File: src/rtl/shift_add_multiplier.sv
// Sequential unsigned multiplier: one shift-and-add step per cycle, using an external
// WIDTH-bit adder driven through add_a/add_b and read back through add_y/add_cout.
module shift_add_multiplier #(
    parameter int unsigned WIDTH = 4
) (
    input  logic               clk,
    input  logic               rst,
    input  logic               start,
    input  logic [WIDTH-1:0]   multiplicand,
    input  logic [WIDTH-1:0]   multiplier,
    output logic               ready,
    output logic               busy,
    output logic               done,
    output logic [2*WIDTH-1:0] product,
    output logic [WIDTH-1:0]   add_a,
    output logic [WIDTH-1:0]   add_b,
    input  logic [WIDTH-1:0]   add_y,
    input  logic               add_cout
);

    localparam int unsigned CntW = $clog2(WIDTH) + 1;

    typedef enum logic [1:0] {StIdle, StCalc, StDone} state_e;

    state_e             state_q, state_d;
    logic [WIDTH-1:0]   m_q, m_d;
    logic [WIDTH-1:0]   h_q, h_d;
    logic [WIDTH-1:0]   q_q, q_d;
    logic [CntW-1:0]    count_q, count_d;
    logic [2*WIDTH-1:0] product_q, product_d;

    always_ff @(posedge clk or posedge rst) begin
        if (rst) begin
            state_q   <= StIdle;
            m_q       <= '0;
            h_q       <= '0;
            q_q       <= '0;
            count_q   <= '0;
            product_q <= '0;
        end else begin
            state_q   <= state_d;
            m_q       <= m_d;
            h_q       <= h_d;
            q_q       <= q_d;
            count_q   <= count_d;
            product_q <= product_d;
        end
    end

    always_comb begin
        state_d   = state_q;
        m_d       = m_q;
        h_d       = h_q;
        q_d       = q_q;
        count_d   = count_q;
        product_d = product_q;

        unique case (state_q)
            StIdle: begin
                if (start) begin
                    m_d     = multiplicand;
                    q_d     = multiplier;
                    h_d     = '0;
                    count_d = '0;
                    state_d = StCalc;
                end
            end
            StCalc: begin
                // Add and shift fold into one update; the adder carry lands in the H MSB,
                // so the carry flop of {C,H,Q} is always zero after the step and is not kept.
                h_d     = {add_cout, add_y[WIDTH-1:1]};
                q_d     = {add_y[0], q_q[WIDTH-1:1]};
                count_d = count_q + 1'b1;
                if (count_q == CntW'(WIDTH - 1)) begin
                    product_d = {h_d, q_d};
                    state_d   = StDone;
                end
            end
            StDone: begin
                state_d = StIdle;
            end
            default: begin
                state_d = StIdle;
            end
        endcase
    end

    always_comb begin
        ready   = (state_q == StIdle);
        busy    = (state_q == StCalc) || (state_q == StDone);
        done    = (state_q == StDone);
        product = product_q;
        add_a   = '0;
        add_b   = '0;
        if (state_q == StCalc) begin
            add_a = h_q;
            add_b = q_q[0] ? m_q : '0;
        end
    end

endmodule

File: config.mk
export PLATFORM = sky130hd
export DESIGN_NAME = shift_add_multiplier
export DESIGN_NICKNAME = d
export VERILOG_FILES = /design/src/rtl/shift_add_multiplier.sv
export SDC_FILE = /design/constraint.sdc
export NUM_CORES = 1
export LEC_CHECK = 0
export BUFFER_PORTS_ARGS = -buffer_cell sky130_fd_sc_hd__buf_2
export CAP_MARGIN = 25
export CORE_MARGIN = 2
export CORE_UTILIZATION = 45
export DETAILED_ROUTE_END_ITERATION = 10
export PLACE_DENSITY = 0.7
export RECOVER_POWER = 25
export REMOVE_ABC_BUFFERS = 1
export SETUP_SLACK_MARGIN = 0.2
export SLEW_MARGIN = 15
export SYNTH_ARGS = -nofsm -noshare
export SYNTH_HDL_FRONTEND = slang
export SYNTH_SLANG_ARGS = --single-unit
File: constraint.sdc
create_clock -name clk -period 1.65 [get_ports clk]
set_input_delay 0.33 -clock clk [delete_from_list [all_inputs] [get_ports clk]]
set_output_delay 0.33 -clock clk [all_outputs]
set_load 0.05 [all_outputs]
## Word level (Yosys, flattened, before mapping)

Index checks and enable logic that the tools add are counted.

- Register bits: 25
- Latch bits: 0
- Memory bits (writable): 0
- Memory bits (read-only): 0
- Bits of input ports: 16
- Output and inout port bits: 19
- Word-level logic and storage cells: 31
- Memories kept: 0

- Add/subtract/negate cells: 1
- Multiply operators: 0
- Divide/modulo/power cells: 0
- Order comparisons: 0
- Eq/ne operators: 5
- Shifts and indexed selects: 0
- Mux-type cells: 12
- Bitwise logic cells: 0
- Reductions and logical operators: 7

Operator list:

| cell | number |
|---|---|
| 4-bit 2-to-1 mux | 5 |
| 4-bit one-hot mux with 2 select lines | 2 |
| 2-bit AND reduction | 4 |
| 3-bit one-hot mux with 2 select lines | 1 |
| 2-bit 2-to-1 mux | 2 |
| 2-bit inequality test, second input constant | 2 |
| 2-bit one-hot mux with 2 select lines | 1 |
| 3-bit by 1-bit adder with 3-bit output, second input constant | 1 |
| 3-bit by 2-bit equality test with 1-bit output, second input constant | 1 |
| 3-bit 2-to-1 mux | 1 |
| 2-bit by 1-bit equality test with 1-bit output, second input constant | 1 |
| 2-bit equality test, second input constant | 1 |
| 2-bit logical NOT | 1 |
| 2-bit nonzero test | 1 |
| 1-bit logical OR | 1 |

## Depth between registers and ports, before layout

Gate-level depths: netlist of the first run.

- Depth after elaboration: 3
- Mapped depth: 7
- Gate-level depth less buffers: 5

## Worst setup path before layout of the first run

OpenSTA, ideal clock, no wires.

- Path type: register to output
- Start: register state_q[1]
- End: output add_b[1]
- Arrival time: 1,454 ps
- Required time: 1,320 ps
- Path slack: -134 ps
- Cell stages (with the launch flop): 7
- Buffers on the path: 3
- Cells stage by stage: dfrtp_1 inv_1 ha_1 buf_4 buf_6 buf_2 and3_1

- Longest elaborated chain between the ends: 2

RTL lines:

| what | line | RTL |
|---|---|---|
| from (decl) | 25 | `state_e state_q, state_d;` |
| from (signal assigned) | 34 | `state_q <= StIdle;` |
| from (signal assigned) | 41 | `state_q <= state_d;` |
| 2-bit by 1-bit equality test with 1-bit output | 95 | `if (state_q == StCalc) begin` |
| 4-bit 2-to-1 mux | 95 |  |
| to (decl) | 16 | `output logic [WIDTH-1:0] add_b,` |

Every way passes these cells.

## Worst setup path after layout of the first run

Ends and elaborated chain as after synthesis.

==> impl_metrics.env, run 1 <==
export IMPL_status="finished, violations left"
export IMPL_violations="negative setup slack"
export IMPL_clockRootBuffer="clkbuf_4"
export IMPL_maxSlewViolCount=0
export IMPL_muxShareOfSynthArea_pct=17.6
export IMPL_clkTransAtPathRegs_ns=0.14
export IMPL_die_w_um=56.1
export IMPL_grt_overflow=0
export IMPL_crit_path_start="state_q[1]$_DFFE_PP0P_"
export IMPL_clock_latency_ns=0.31
export IMPL_netlist_instances=103
export IMPL_cts_tree="yes"
export IMPL_rsz0062_at_grt="true"
export IMPL_ys_seq_area_share_pct=51.2
export IMPL_setup_slack_ns=-0.0998
export IMPL_fmaxAchievable_mhz=572
export IMPL_arrival_ns=1.42
export IMPL_die_h_um=56.1
export IMPL_yosys_cell_types_count=25
export IMPL_clock_sinks=25
export IMPL_netlist_area_um2=1220
export IMPL_synth_avg_cell_area_um2=11.9
export IMPL_fin_crit_sh_pct=106
export IMPL_fillers=178
export IMPL_cpPeakStageDelay_ns=0.42
export IMPL_io_pins=35
export IMPL_drtAntennaViolNets=0
export IMPL_rr_startpoint="state_q[1]$_DFFE_PP0P_"
export IMPL_crit_fanout=10
export IMPL_num_vias=1016
export IMPL_drive_gt1_share_pct=61.2
export IMPL_tightest_slew_ns=1.35
export IMPL_placed_cell_area_um2=1450
export IMPL_drv_cap=0
export IMPL_crit_buf_inv=3
export IMPL_period_needed_ns=1.75
export IMPL_yosys_area_share_simple_pct=7.47
export IMPL_fp_dieArea_um2=3150
export IMPL_cpLargestDelayFamily="flip-flops"
export IMPL_drt_iter0_markers=20
export IMPL_drcViolationCount=0
export IMPL_layout_common_cells="dfrtp_1, buf_2, mux2_4, buf_4, buf_8"
export IMPL_finalSetupViolCount=9
export IMPL_crit_required_ns=1.32
export IMPL_grt_max_degree=26
export IMPL_fin_area_um2=1850
export IMPL_path_class="reg2out"
export IMPL_vias_per_cell=5.58
export IMPL_worstHoldPathCells=2
export IMPL_fin_skew_ns=0.0125
export IMPL_drt_first_pass_iters=4
export IMPL_synth_xor_area_share_pct=0
export IMPL_wl_mm=3.07
export IMPL_cp_cell_sequence="inv_2 > ha_4 > buf_12 > and3_4 > buf_8"
export IMPL_timing_final_hold_violations=0
export IMPL_dp_hpwl_mm=1.78
export IMPL_diodes=0
export IMPL_yosys_warnings=0
export IMPL_crit_path_start_kind="flip-flop"
export IMPL_coreArea_um2=2520
export IMPL_synthAdderAreaFrac_pct=5.12
export IMPL_synth_compound_area_share_pct=14.1
export IMPL_gp_congestion=0.780
export IMPL_final_nets=174
export IMPL_final_common_cell="dfrtp_1"
export IMPL_clock_path_buffers=2
export IMPL_cts_buffers=3
export IMPL_synth_top_family_by_area="multiplexers"
export IMPL_start_util_pct=48.5
export IMPL_avgRoutedWirePerCell_um=16.8
export IMPL_portBuffers=34
export IMPL_antenna_found_initial=0
export IMPL_crit_path_end_kind="primary output"
export IMPL_grt_pass1_vias=1093
export IMPL_hold_start="multiplicand[3]"
export IMPL_reg2regPathDepth=8
export IMPL_setup_tns_ns=-0.638
export IMPL_cts_htree_levels=1
export IMPL_num_rows=18
export IMPL_grt_total_usage_pct=21.1
export IMPL_hold_path_class="in2reg"
export IMPL_cp_slowest_cell="dfrtp_1"
export IMPL_cts_hold_buf=0
export IMPL_synth_seq_cells=25
export IMPL_path_depth=5
export IMPL_relSlewSlack_pct=10.2
export IMPL_area_delta_synth_final_pct=51.2
export IMPL_grt_pass1_wl_mm=5.22
cells by family (layout without fill, tap and decap cells):
logic type / Yosys count / in the layout
compound gates: 27 / 27
mux: 19 / 19
simple gates: 16 / 16
flops: 25 / 25
buf+inv: 11 / 60
fa+ha+maj: 5 / 5
flip-flops by register name (all words and copies together), names as in the netlist:
| signal | count |
|---|---|
| m_q | 4 |
| q_q | 4 |
| state_q | 2 |
| count_q | 3 |
| product | 8 |
| h_q | 4 |
area by class of cell:
cell class	instances	area, µm²	share of cell area [%]
clock buffers	4	26.3	1.42
flip-flops and latches	25	626	33.9
repair buffers	50	402	21.7
inverters	6	25.0	1.35
well taps	30	37.5	2.03
multi-input cells	67	732	39.6
synthesized netlist by cell type:
master    instances  area share (%)
a21oi_1           6             2.5
nand2_1           4             1.2
mux2_2           16              15
clkbuf_1          1            0.31
mux2i_1           2             1.6
mux2_4            1             1.2
and3_1            4             2.0
nor2_1            1            0.31
o21ai_0           5             2.0
o221ai_1          1            0.72
buf_6             1            0.92
a32oi_1           2             1.4
nand2_2           1            0.51
o21bai_1          1            0.61
nand2b_1          1            0.51
ha_1              5             5.1
and2_1            4             2.0
buf_2             2            0.82
o22ai_1           8             4.1
and2b_4           1            0.82
o21a_1            1            0.61
a22o_1            3             2.1
inv_1             6             1.8
dfrtp_1          25              51
buf_4             1            0.61
path summary, 6_finish.rpt:
kind / to / slack [ns]
min reg2reg: h_q[1]$_DFFE_PP0P_ / 0.51
max reg2reg: q_q[2]$_DFFE_PP0P_ / 0.07
min: m_q[3]$_DFFE_PP0P_ / 0.25
max in group asynchronous: h_q[0]$_DFFE_PP0P_ / 0.42
min in group asynchronous: product[3]$_DFFE_PP0P_ / 0.43
max: add_b[1] / -0.1
through the flow:
stage / setup slack (ns) / cells / utilization, % / hold WS (ns)
after floorplan: -0.240 / 98 / - / 0.357
after global placement: 0.121 / 167 / 57.4 / 0.392
after detailed placement: 0.0744 / 167 / 57.4 / 0.392
after CTS: -0.0686 / 181 / 72.0 / 0.0459
after global routing: -0.145 / 182 / 73.3 / 0.244
final: -0.0998 / 182 / 73.3 / 0.248
what timing repair did:
action / in CTS / in global routing
setup buffers: 9 / 2
endpoints found under the setup margin: 27 / 36
gates resized for setup: 62 / 10
pin swaps: 5 / 4
cloned: 1 / 0
routing by layer:
layer	up-vias	track usage (%)	share of wire [%]
li1	474	-	-
met5	-	0	0
met3	10	3.26	3.8
met2	27	34.1	52
met1	505	27.2	41
met4	0	10.5	3.3
Power of run 1 is not shown: default switching activity piles up to over one toggle a cycle in this logic, so the estimate is an artifact.
==> run 2, diff against run 1 <==
==> constraint.sdc (replaced) <==
create_clock -name clk -period 1.75 [get_ports clk]
set_input_delay 0.35 -clock clk [delete_from_list [all_inputs] [get_ports clk]]
set_output_delay 0.35 -clock clk [all_outputs]
set_load 0.05 [all_outputs]
==> run 2 against run 1 <==
The run still ends with negative setup slack left. Critical path depth unchanged. Die area unchanged. Via count decreased by 3.3%. Global-route usage decreased by 2.9 points. Cell count decreased by 2.7%. Hold slack improved by 0.011 ns. Final area decreased by 7.1%. Utilization decreased by 5.2 points. Critical path type unchanged. Critical endpoint is now add_b[2].
==> impl_metrics.env, run 2 (synthesized netlist as in run 1, its figures left out) <==
export IMPL_cts_htree_levels=1
export IMPL_crit_path_end_kind="primary output"
export IMPL_fp_dieArea_um2=3150
export IMPL_coreArea_um2=2520
export IMPL_avgRoutedWirePerCell_um=15.8
export IMPL_crit_required_ns=1.40
export IMPL_regArea_um2=626
export IMPL_largest_reg_flops=8
export IMPL_wl_mm=2.80
export IMPL_multi_input_area_um2=637
export IMPL_clock_sinks=25
export IMPL_die_w_um=56.1
export IMPL_die_h_um=56.1
export IMPL_finalSetupViolCount=5
export IMPL_met3_length_um=100
export IMPL_clock_latency_ns=0.32
export IMPL_num_vias=982
export IMPL_drv_cap=0
export IMPL_grt_max_degree=26
export IMPL_drt_iter0_markers=8
export IMPL_path_class="reg2out"
export IMPL_final_common_cell="dfrtp_1"
export IMPL_clkTransAtPathRegs_ns=0.15
export IMPL_violations="negative setup slack"
export IMPL_rsz0062_at_grt="true"
export IMPL_clock_path_buffers=2
export IMPL_hold_slack_ns=0.259
export IMPL_grt_pass1_wl_mm=4.58
export IMPL_status="finished, violations left"
export IMPL_dp_hpwl_mm=1.71
export IMPL_fmaxAchievable_mhz=563
export IMPL_portBuffers=34
export IMPL_arrival_ns=1.43
export IMPL_diodes=0
export IMPL_setup_slack_ns=-0.0257
export IMPL_io_pins=35
export IMPL_placed_cell_area_um2=1440
export IMPL_setup_tns_ns=-0.0844
export IMPL_num_rows=18
export IMPL_hold_path_class="in2reg"
export IMPL_fillers=200
export IMPL_timing_final_hold_violations=0
export IMPL_met1Wirelength_mm=1.24
export IMPL_drive_gt1_share_pct=57.1
export IMPL_postLayoutCoreUtil_pct=68.1
export IMPL_fin_crit_sh_pct=101
export IMPL_clockRootBuffer="clkbuf_4"
export IMPL_relSlewSlack_pct=10.1
export IMPL_vias_per_cell=5.55
export IMPL_top_layer="met4"
export IMPL_grt_pass1_vias=977
export IMPL_crit_path_start_kind="flip-flop"
export IMPL_layout_common_cells="dfrtp_1, buf_2, mux2_2"
export IMPL_cts_buffers=3
export IMPL_maxSlewViolCount=0
export IMPL_tightest_slew_ns=1.35
export IMPL_area_delta_synth_final_pct=40.4
export IMPL_routed_wl_met2_mm=1.44
export IMPL_antenna_found_initial=0
export IMPL_period_needed_ns=1.78
export IMPL_drt_first_pass_iters=4
export IMPL_fin_area_um2=1720
export IMPL_fin_skew_ns=0.00311
export IMPL_start_util_pct=48.5
export IMPL_drtAntennaViolNets=0
export IMPL_grt_overflow=0
export IMPL_final_nets=169
export IMPL_drcViolationCount=0
export IMPL_cts_tree="yes"
export IMPL_grt_total_usage_pct=18.2
export IMPL_gp_congestion=0.784
export IMPL_cts_hold_buf=0
export IMPL_crit_fanout=10
==> run 2: repair_timing <==
item	CTS	global route
gates cloned	1	0
setup buffers	5	1
resized for setup	28	17
pin swaps	0	0
endpoints found under the setup margin	11	31
==> run 2: stage by stage <==
| step | instances | setup slack [ns] |
|---|---|---|
| 2_1_floorplan | 98 | -0.140 |
| 3_3_place_gp | 166 | 0.200 |
| 3_5_place_dp | 166 | 0.163 |
| 4_1_cts | 176 | -0.00547 |
| 5_1_grt | 177 | -0.0903 |
| 6_report | 177 | -0.0257 |
==> run 2: worst max-delay path, cell delays in order (launching register included) <==
cell     delay (ns)
dfrtp_1        0.41
inv_2          0.09
ha_4           0.15
buf_12         0.12
and3_4         0.19
buf_8          0.14
==> run 2: worst paths after layout <==
check,cells after the start,endpoint,slack (ns),startpoint
hold / removal,2,m_q[0]$_DFFE_PP0P_,0.26,multiplicand[0]
setup / recovery,5,add_b[2],-0.03,state_q[1]$_DFFE_PP0P_
min in group asynchronous,3,product[3]$_DFFE_PP0P_,0.44,rst
setup reg to reg,5,count_q[0]$_DFFE_PP0P_,0.16,state_q[0]$_DFFE_PP0P_
hold reg to reg,1,h_q[2]$_DFFE_PP0P_,0.51,h_q[2]$_DFFE_PP0P_
max in group asynchronous,3,m_q[3]$_DFFE_PP0P_,0.52,rst
==> run 2: layout make-up <==
| class | instances | share of cell area (%) |
|---|---|---|
| tap | 30 | 2.19 |
| clock inverter | 1 | 0.292 |
| timing repair buffer | 45 | 21.4 |
| multi-input combinational | 67 | 37.1 |
| sequential | 25 | 36.4 |
| clock buffer | 3 | 1.31 |
| inverter | 6 | 1.31 |
==> run 2: routing by layer <==
layer	vias to the layer above	global-route usage, %
li1	469	-
met1	486	24.9
met2	25	29.6
met3	2	2.56
met4	0	6.12
met5	-	0
Power of run 2 is left out for the same reason.
